**src/rtl/motoro3_pkg.sv**
```systemverilog
// motoro3_pkg: step numbering, decoder state and Hall/step helpers shared by the commutation blocks
package motoro3_pkg;
  localparam logic [3:0] STEP_IDLE = 4'd0;
  localparam logic [3:0] STEP_1 = 4'd1;
  localparam logic [3:0] STEP_2 = 4'd2;
  localparam logic [3:0] STEP_3 = 4'd3;
  localparam logic [3:0] STEP_4 = 4'd4;
  localparam logic [3:0] STEP_5 = 4'd5;
  localparam logic [3:0] STEP_6 = 4'd6;
  typedef enum logic [1:0] {ST_IDLE, ST_RUN, ST_STALL, ST_FAULT} hall_state_e;
  function automatic logic [3:0] hall2step(input logic [2:0] h);
    case (h)
      3'b101: return STEP_1;
      3'b100: return STEP_2;
      3'b110: return STEP_3;
      3'b010: return STEP_4;
      3'b011: return STEP_5;
      3'b001: return STEP_6;
      default: return STEP_IDLE;
    endcase
  endfunction
  function automatic logic [3:0] step_next(input logic [3:0] s);
    return s == STEP_6 ? STEP_1 : s + 4'd1;
  endfunction
  function automatic logic [3:0] step_prev(input logic [3:0] s);
    return s == STEP_1 ? STEP_6 : s - 4'd1;
  endfunction
endpackage

```
**src/rtl/motoro3_hall_debounce.sv**
```systemverilog
// motoro3_hall_debounce: two-flop synchroniser and stability filter for the 3-bit Hall code
module motoro3_hall_debounce #(
  parameter int DEBOUNCE_CYC = 16
) (
  input  logic       clk,
  input  logic       nRst,
  input  logic [2:0] hall,
  output logic [2:0] code,
  output logic       acc
);
  logic [2:0] s1, s2, cand;
  logic [7:0] cnt, cnt_nxt;
  logic       hit;
  // cnt is the number of cycles s2 has held the current candidate, this one included
  assign cnt_nxt = s2 != cand ? 8'd1 : (cnt == 8'hff ? cnt : cnt + 8'd1);
  assign hit = cnt_nxt == 8'(DEBOUNCE_CYC);
  always_ff @(negedge clk or negedge nRst)
    if (!nRst) begin
      s1   <= '0;
      s2   <= '0;
      cand <= '0;
      cnt  <= '0;
      code <= '0;
      acc  <= 1'b0;
    end else begin
      s1   <= hall;
      s2   <= s1;
      cand <= s2;
      cnt  <= cnt_nxt;
      acc  <= hit && s2 != code;
      if (hit) code <= s2;
    end
endmodule

```
**src/rtl/motoro3_hall_decoder.sv**
```systemverilog
// motoro3_hall_decoder: Hall sensor decode to steps 1..6 with direction, period, stall and fault;
// defining HALL_REVCNT_EN adds the signed electrical revolution counter hRevCnt.
module motoro3_hall_decoder
  import motoro3_pkg::*;
#(
  parameter int DEBOUNCE_CYC = 16,
  parameter int STALL_CYC    = 10_000_000,
  parameter int PER_W        = 25
) (
  input  logic               clk,
  input  logic               nRst,
  input  logic               hA,
  input  logic               hB,
  input  logic               hC,
  input  logic               en,
  output logic [3:0]         hStep,
  output logic               hStepPulse,
  output logic               hDir,
  output logic [PER_W-1:0]   hPeriod,
  output logic               hPeriodVld,
`ifdef HALL_REVCNT_EN
  output logic signed [31:0] hRevCnt,
`endif
  output logic               hStall,
  output logic               hFault
);
  localparam logic [PER_W-1:0] STALL_LIM = PER_W'(STALL_CYC);
  hall_state_e      state;
  logic [2:0]       code;
  logic             acc, valid, fwd, rev, adj;
  logic [3:0]       new_step;
  logic [PER_W-1:0] cnt, cnt_inc;
  motoro3_hall_debounce #(.DEBOUNCE_CYC(DEBOUNCE_CYC)) u_deb (
    .clk (clk),
    .nRst(nRst),
    .hall({hA, hB, hC}),
    .code(code),
    .acc (acc)
  );
  assign new_step = hall2step(code);
  assign valid = new_step != STEP_IDLE;
  assign fwd = new_step == step_next(hStep);
  assign rev = new_step == step_prev(hStep);
  // adjacency only means something once a step is held
  assign adj = (state == ST_RUN || state == ST_STALL) && (fwd || rev);
  assign cnt_inc = &cnt ? cnt : cnt + 1'b1;
  always_ff @(negedge clk or negedge nRst)
    if (!nRst) begin
      state      <= ST_IDLE;
      hStep      <= STEP_IDLE;
      hStepPulse <= 1'b0;
      hDir       <= 1'b0;
      hPeriod    <= '0;
      hPeriodVld <= 1'b0;
      hStall     <= 1'b0;
      hFault     <= 1'b0;
      cnt        <= '0;
`ifdef HALL_REVCNT_EN
      hRevCnt    <= '0;
`endif
    end else begin
      hStepPulse <= 1'b0;
      hPeriodVld <= 1'b0;
      if (!en) begin
        state   <= ST_IDLE;
        hStep   <= STEP_IDLE;
        hDir    <= 1'b0;
        hPeriod <= '0;
        hStall  <= 1'b0;
        hFault  <= 1'b0;
        cnt     <= '0;
`ifdef HALL_REVCNT_EN
        hRevCnt <= '0;
`endif
      end else if (acc && !valid) begin
        state  <= ST_FAULT;
        hStep  <= STEP_IDLE;
        hStall <= 1'b0;
        hFault <= 1'b1;
        cnt    <= '0;
      end else if (acc) begin
        state      <= ST_RUN;
        hStep      <= new_step;
        hStepPulse <= 1'b1;
        hStall     <= 1'b0;
        hFault     <= 1'b0;
        cnt        <= '0;
        if (adj) hDir <= fwd;
        if (adj && state == ST_RUN) begin
          hPeriod    <= cnt_inc;
          hPeriodVld <= 1'b1;
        end
`ifdef HALL_REVCNT_EN
        if (adj && fwd && new_step == STEP_1) hRevCnt <= hRevCnt + 32'sd1;
        else if (adj && rev && new_step == STEP_6) hRevCnt <= hRevCnt - 32'sd1;
`endif
      end else if (state == ST_RUN) begin
        cnt <= cnt_inc;
        if (cnt_inc >= STALL_LIM) begin
          state  <= ST_STALL;
          hStall <= 1'b1;
        end
      end
    end
endmodule
```
**config.mk**
```make
export PLATFORM = sky130hd
export DESIGN_NAME = motoro3_hall_decoder
export DESIGN_NICKNAME = d
export VERILOG_FILES = /design/src/rtl/motoro3_pkg.sv /design/src/rtl/motoro3_hall_debounce.sv /design/src/rtl/motoro3_hall_decoder.sv
export SDC_FILE = /design/constraint.sdc
export NUM_CORES = 1
export LEC_CHECK = 0
export CAP_MARGIN = 10
export CORE_ASPECT_RATIO = 1.25
export CORE_MARGIN = 4
export CORE_UTILIZATION = 53
export CTS_CLUSTER_DIAMETER = 100
export CTS_CLUSTER_SIZE = 8
export DETAILED_ROUTE_END_ITERATION = 8
export PLACE_DENSITY = 0.88
export SKIP_CTS_REPAIR_TIMING = 1
export SLEW_MARGIN = 25
export SYNTH_ARGS = -nofsm -noshare
export SYNTH_HDL_FRONTEND = slang
export SYNTH_SLANG_ARGS = --single-unit
export TNS_END_PERCENT = 30
```
**constraint.sdc**
```tcl
create_clock -name clk -period 2.6 [get_ports clk]
set_input_delay 0.26 -clock clk [delete_from_list [all_inputs] [get_ports clk]]
set_output_delay 0.26 -clock clk [all_outputs]
set_load 0.01 [all_outputs]
```
==> results_dict.tcl <==
set metrics [dict create \
    yosys.area_share.adder 0.0188 \
    grt_pass1_wl_microns 21000 \
    synth_xor_area_frac 0.0865 \
    yosys_warnings 0 \
    ys_types 65 \
    clockBufferDepth 2 \
    cp_data_required_time_ns 4.10 \
    seq_area_frac_synth 0.435 \
    core_area_sq_um 8380 \
    pwr-share-seq 0.468 \
    slew_headroom 0.565 \
    fin_hold_ws_ns 0.310 \
    synth_edf_count 0 \
    power_frac_clock 0.372 \
    violations "setup timing" \
    numCtsBuffers 9 \
    grt_pass1_vias 4501 \
    ir_worst_vdd_uv 445 \
    die_h_microns 113 \
    drc 0 \
    vias 5013 \
    ys_ff_latch 81 \
    p_per_area_nw_per_um2 437 \
    run_status "finished with violations" \
    antenna_found_initial 0 \
    first_pass_iters 6 \
    dp_cells 728 \
    die_area_sq_um 10400 \
    drt_first_iter_violations 660 \
    track_usage 0.255 \
    worst_ep_arrival_time_ns 4.38 \
    syn_avg_cell_area_sq_um 9.15 \
    netlist_instances 509 \
    synth-compound-area-share 0.122 \
    clock_latency_ns 0.36 \
    cts_root_buf "clkbuf_8" \
    synthArstFlopShare 1.00 \
    setup_ws_ns -0.278 \
    fin_worst_skew_ns 0.00914 \
    switching_share 0.300 \
    ant_nets 0 \
    initial_core_util 0.556 \
    finalCritPeriodShare 1.11 \
    dp_hpwl_microns 9450 \
    final_cells 766 \
    worst-setup-path-type "reg2reg" \
    synth_nets 522 \
    start_kind "register" \
    r2r_slack_ns -0.28 \
    cp-end-kind "register" \
    cts_sinks 81 \
    fin_area_sq_um 6570 \
    wl_per_cell_microns 22.5 \
    nets 657 \
    drv_slew 0 \
    cp_cell_sequence "nand2_1 > nor4_4 > nand4_1 > a21oi_1 > and3_1 > nand3_1 > a2111oi_2 > buf_4 > o32a_4 > o22ai_1" \
    crit_buf_inv 1 \
    yosys.area_share.simple 0.223 \
    min_period_ns 2.88 \
    final-hold-violation-count 0 \
    io-pin-count 40 \
    cts_tree "done" \
    cts_max_level 3 \
    cp_slowest_cell "dfrtn_1" \
    syn_area_sq_um 4660 \
    synth_top_family_by_area "simple AND/OR/NAND/NOR gates" \
    via_per_inst 6.54 \
    crit_family "simple AND/OR/NAND/NOR gates" \
    tightest_slew_ns 0.650 \
    comb_power_share 0.160 \
    overflow 0 \
    crit_fanout 3 \
    rsz0062_at_grt "yes" \
    wl_microns 17300 \
    port_buffers 38 \
    setup_viol 33 \
    die_w_microns 91.8 \
    path_clk_slew_ns 0.06 \
    slowest_delay_ns 0.47 \
    max_cap_violations 0 \
    fmax_mhz 348 \
    hp-class "reg2reg" \
    drive_gt1_frac 0.297 \
    std_cell_rows 37 \
    placed_area_sq_um 5800 \
    num_antenna_cells 0 \
    synth.area.mux_share 0.0634 \
    grt_max_degree 32 \
    p_int_mw 2.01 \
    synth_flop_cell "dfrtn_1" \
    p_leak_nw 3.63 \
    postLayoutCoreUtil 0.784 \
    switchingPower_uw 860 \
    gp_congestion 0.953 \
    syn2layout_area_growth_pct 41.0 \
]
==> path summary, 6_finish.rpt <==
check | start | end | cells after the start
setup / recovery | cnt[17]$_DFFE_NN0P_ | state[0]$_DFFE_NN0P_ | 10
min in group asynchronous | nRst | u_deb.cnt[4]$_DFF_NN0_ | 1
hold / removal | u_deb.s1[1]$_DFF_NN0_ | u_deb.s2[1]$_DFF_NN0_ | 0
hold reg to reg | u_deb.s1[1]$_DFF_NN0_ | u_deb.s2[1]$_DFF_NN0_ | 0
max in group asynchronous | nRst | cnt[3]$_DFFE_NN0P_ | 2
setup reg to reg | cnt[17]$_DFFE_NN0P_ | state[0]$_DFFE_NN0P_ | 10
==> layout by cell type, fill, tap and decap left out, types with 9 or more instances in the layout <==
cell | synthesis | layout
xor2_1 | 19 | 19
nor3_1 | 13 | 9
inv_1 | 15 | 14
nand2_1 | 31 | 30
nor2_1 | 75 | 72
o21ai_0 | 15 | 13
clkbuf_8 | 0 | 9
buf_4 | 2 | 107
xnor2_1 | 27 | 26
dfrtn_1 | 81 | 81
dlymetal6s2s_1 | 0 | 32
mux2i_1 | 25 | 23
a21oi_1 | 26 | 26
nand3_1 | 23 | 21
nand4_1 | 10 | 10
and3_1 | 13 | 10
==> logic make-up after synthesis <==
group,Yosys count
AOI/OAI and AO/OA,87
and+or+nand+nor,208
buffers and inverters,50
other,1
adders and majority gates,7
xor gates and xnor gates,46
muxes,29
DFF,81
==> flip-flops by register name (all words and copies together) (netlist names) <==
name / flops
u_deb.s1: 3
u_deb.code: 3
hStepPulse: 1
hDir: 1
hPeriod: 25
hStall: 1
state: 2
hFault: 1
u_deb.cnt: 8
u_deb.s2: 3
u_deb.cand: 3
cnt: 25
hPeriodVld: 1
hStep: 3
u_deb.acc: 1
==> Yosys cell counts, types with 3 or more instances <==
cell type | count | area, sq um
mux2i_1 | 25 | 250
a211oi_1 | 6 | 45.0
o22ai_1 | 4 | 25.0
xnor2_1 | 27 | 236
nand2_1 | 31 | 116
xor2_1 | 19 | 166
mux2_2 | 4 | 45.0
nor2b_1 | 3 | 18.8
nor3_1 | 13 | 65.1
nand3_1 | 23 | 115
ha_1 | 7 | 87.6
and3_1 | 13 | 81.3
a31oi_1 | 7 | 43.8
nor2_1 | 75 | 282
buf_2 | 15 | 75.1
dfrtn_1 | 81 | 2030
nand2b_1 | 7 | 43.8
a21oi_1 | 26 | 130
nor4_1 | 4 | 25.0
inv_1 | 15 | 56.3
and2_1 | 4 | 25.0
clkbuf_1 | 12 | 45.0
or3_1 | 8 | 50.1
o21ai_0 | 15 | 75.1
o21a_1 | 3 | 22.5
nand4_1 | 10 | 62.6
==> stage by stage <==
step	setup slack, ns	power, mW	setup TNS, ns
floorplan	-0.0114	1.60	-0.0203
global placement	-0.511	1.75	-5.85
detailed placement	-0.562	1.77	-7.02
CTS	-0.453	2.79	-14.99
global route	-0.401	2.96	-7.20
finish	-0.278	2.87	-4.11
==> power groups by stage <==
stage          registers (mW)  logic [mW]  clock network [mW]
2_1_floorplan            1.36       0.244                   0
3_3_place_gp             1.36       0.390                   0
3_5_place_dp             1.36       0.409                   0
4_1_cts                  1.34       0.411                1.04
5_1_grt                  1.35       0.492                1.12
6_report                 1.34       0.458                1.07
==> layer usage <==
| layer | vias to the layer above | share of wire | GRT usage |
|---|---|---|---|
| met3 | 144 | 0.083 | 0.0445 |
| li1 | 2053 | - | - |
| met1 | 2399 | 0.34 | 0.282 |
| met2 | 417 | 0.50 | 0.456 |
| met5 | - | 0 | 0 |
| met4 | 0 | 0.074 | 0.150 |
==> layout make-up <==
class                      instances  area (sq um)
fill                             398          1810
clock buffer                      10           128
multi-input combinational        379          2640
clock inverter                     6          91.3
tap                              117           146
inverter                          15          56.3
timing repair buffer             158          1470
sequential                        81          2030
Note: power is estimated with default switching activity, not from simulation.
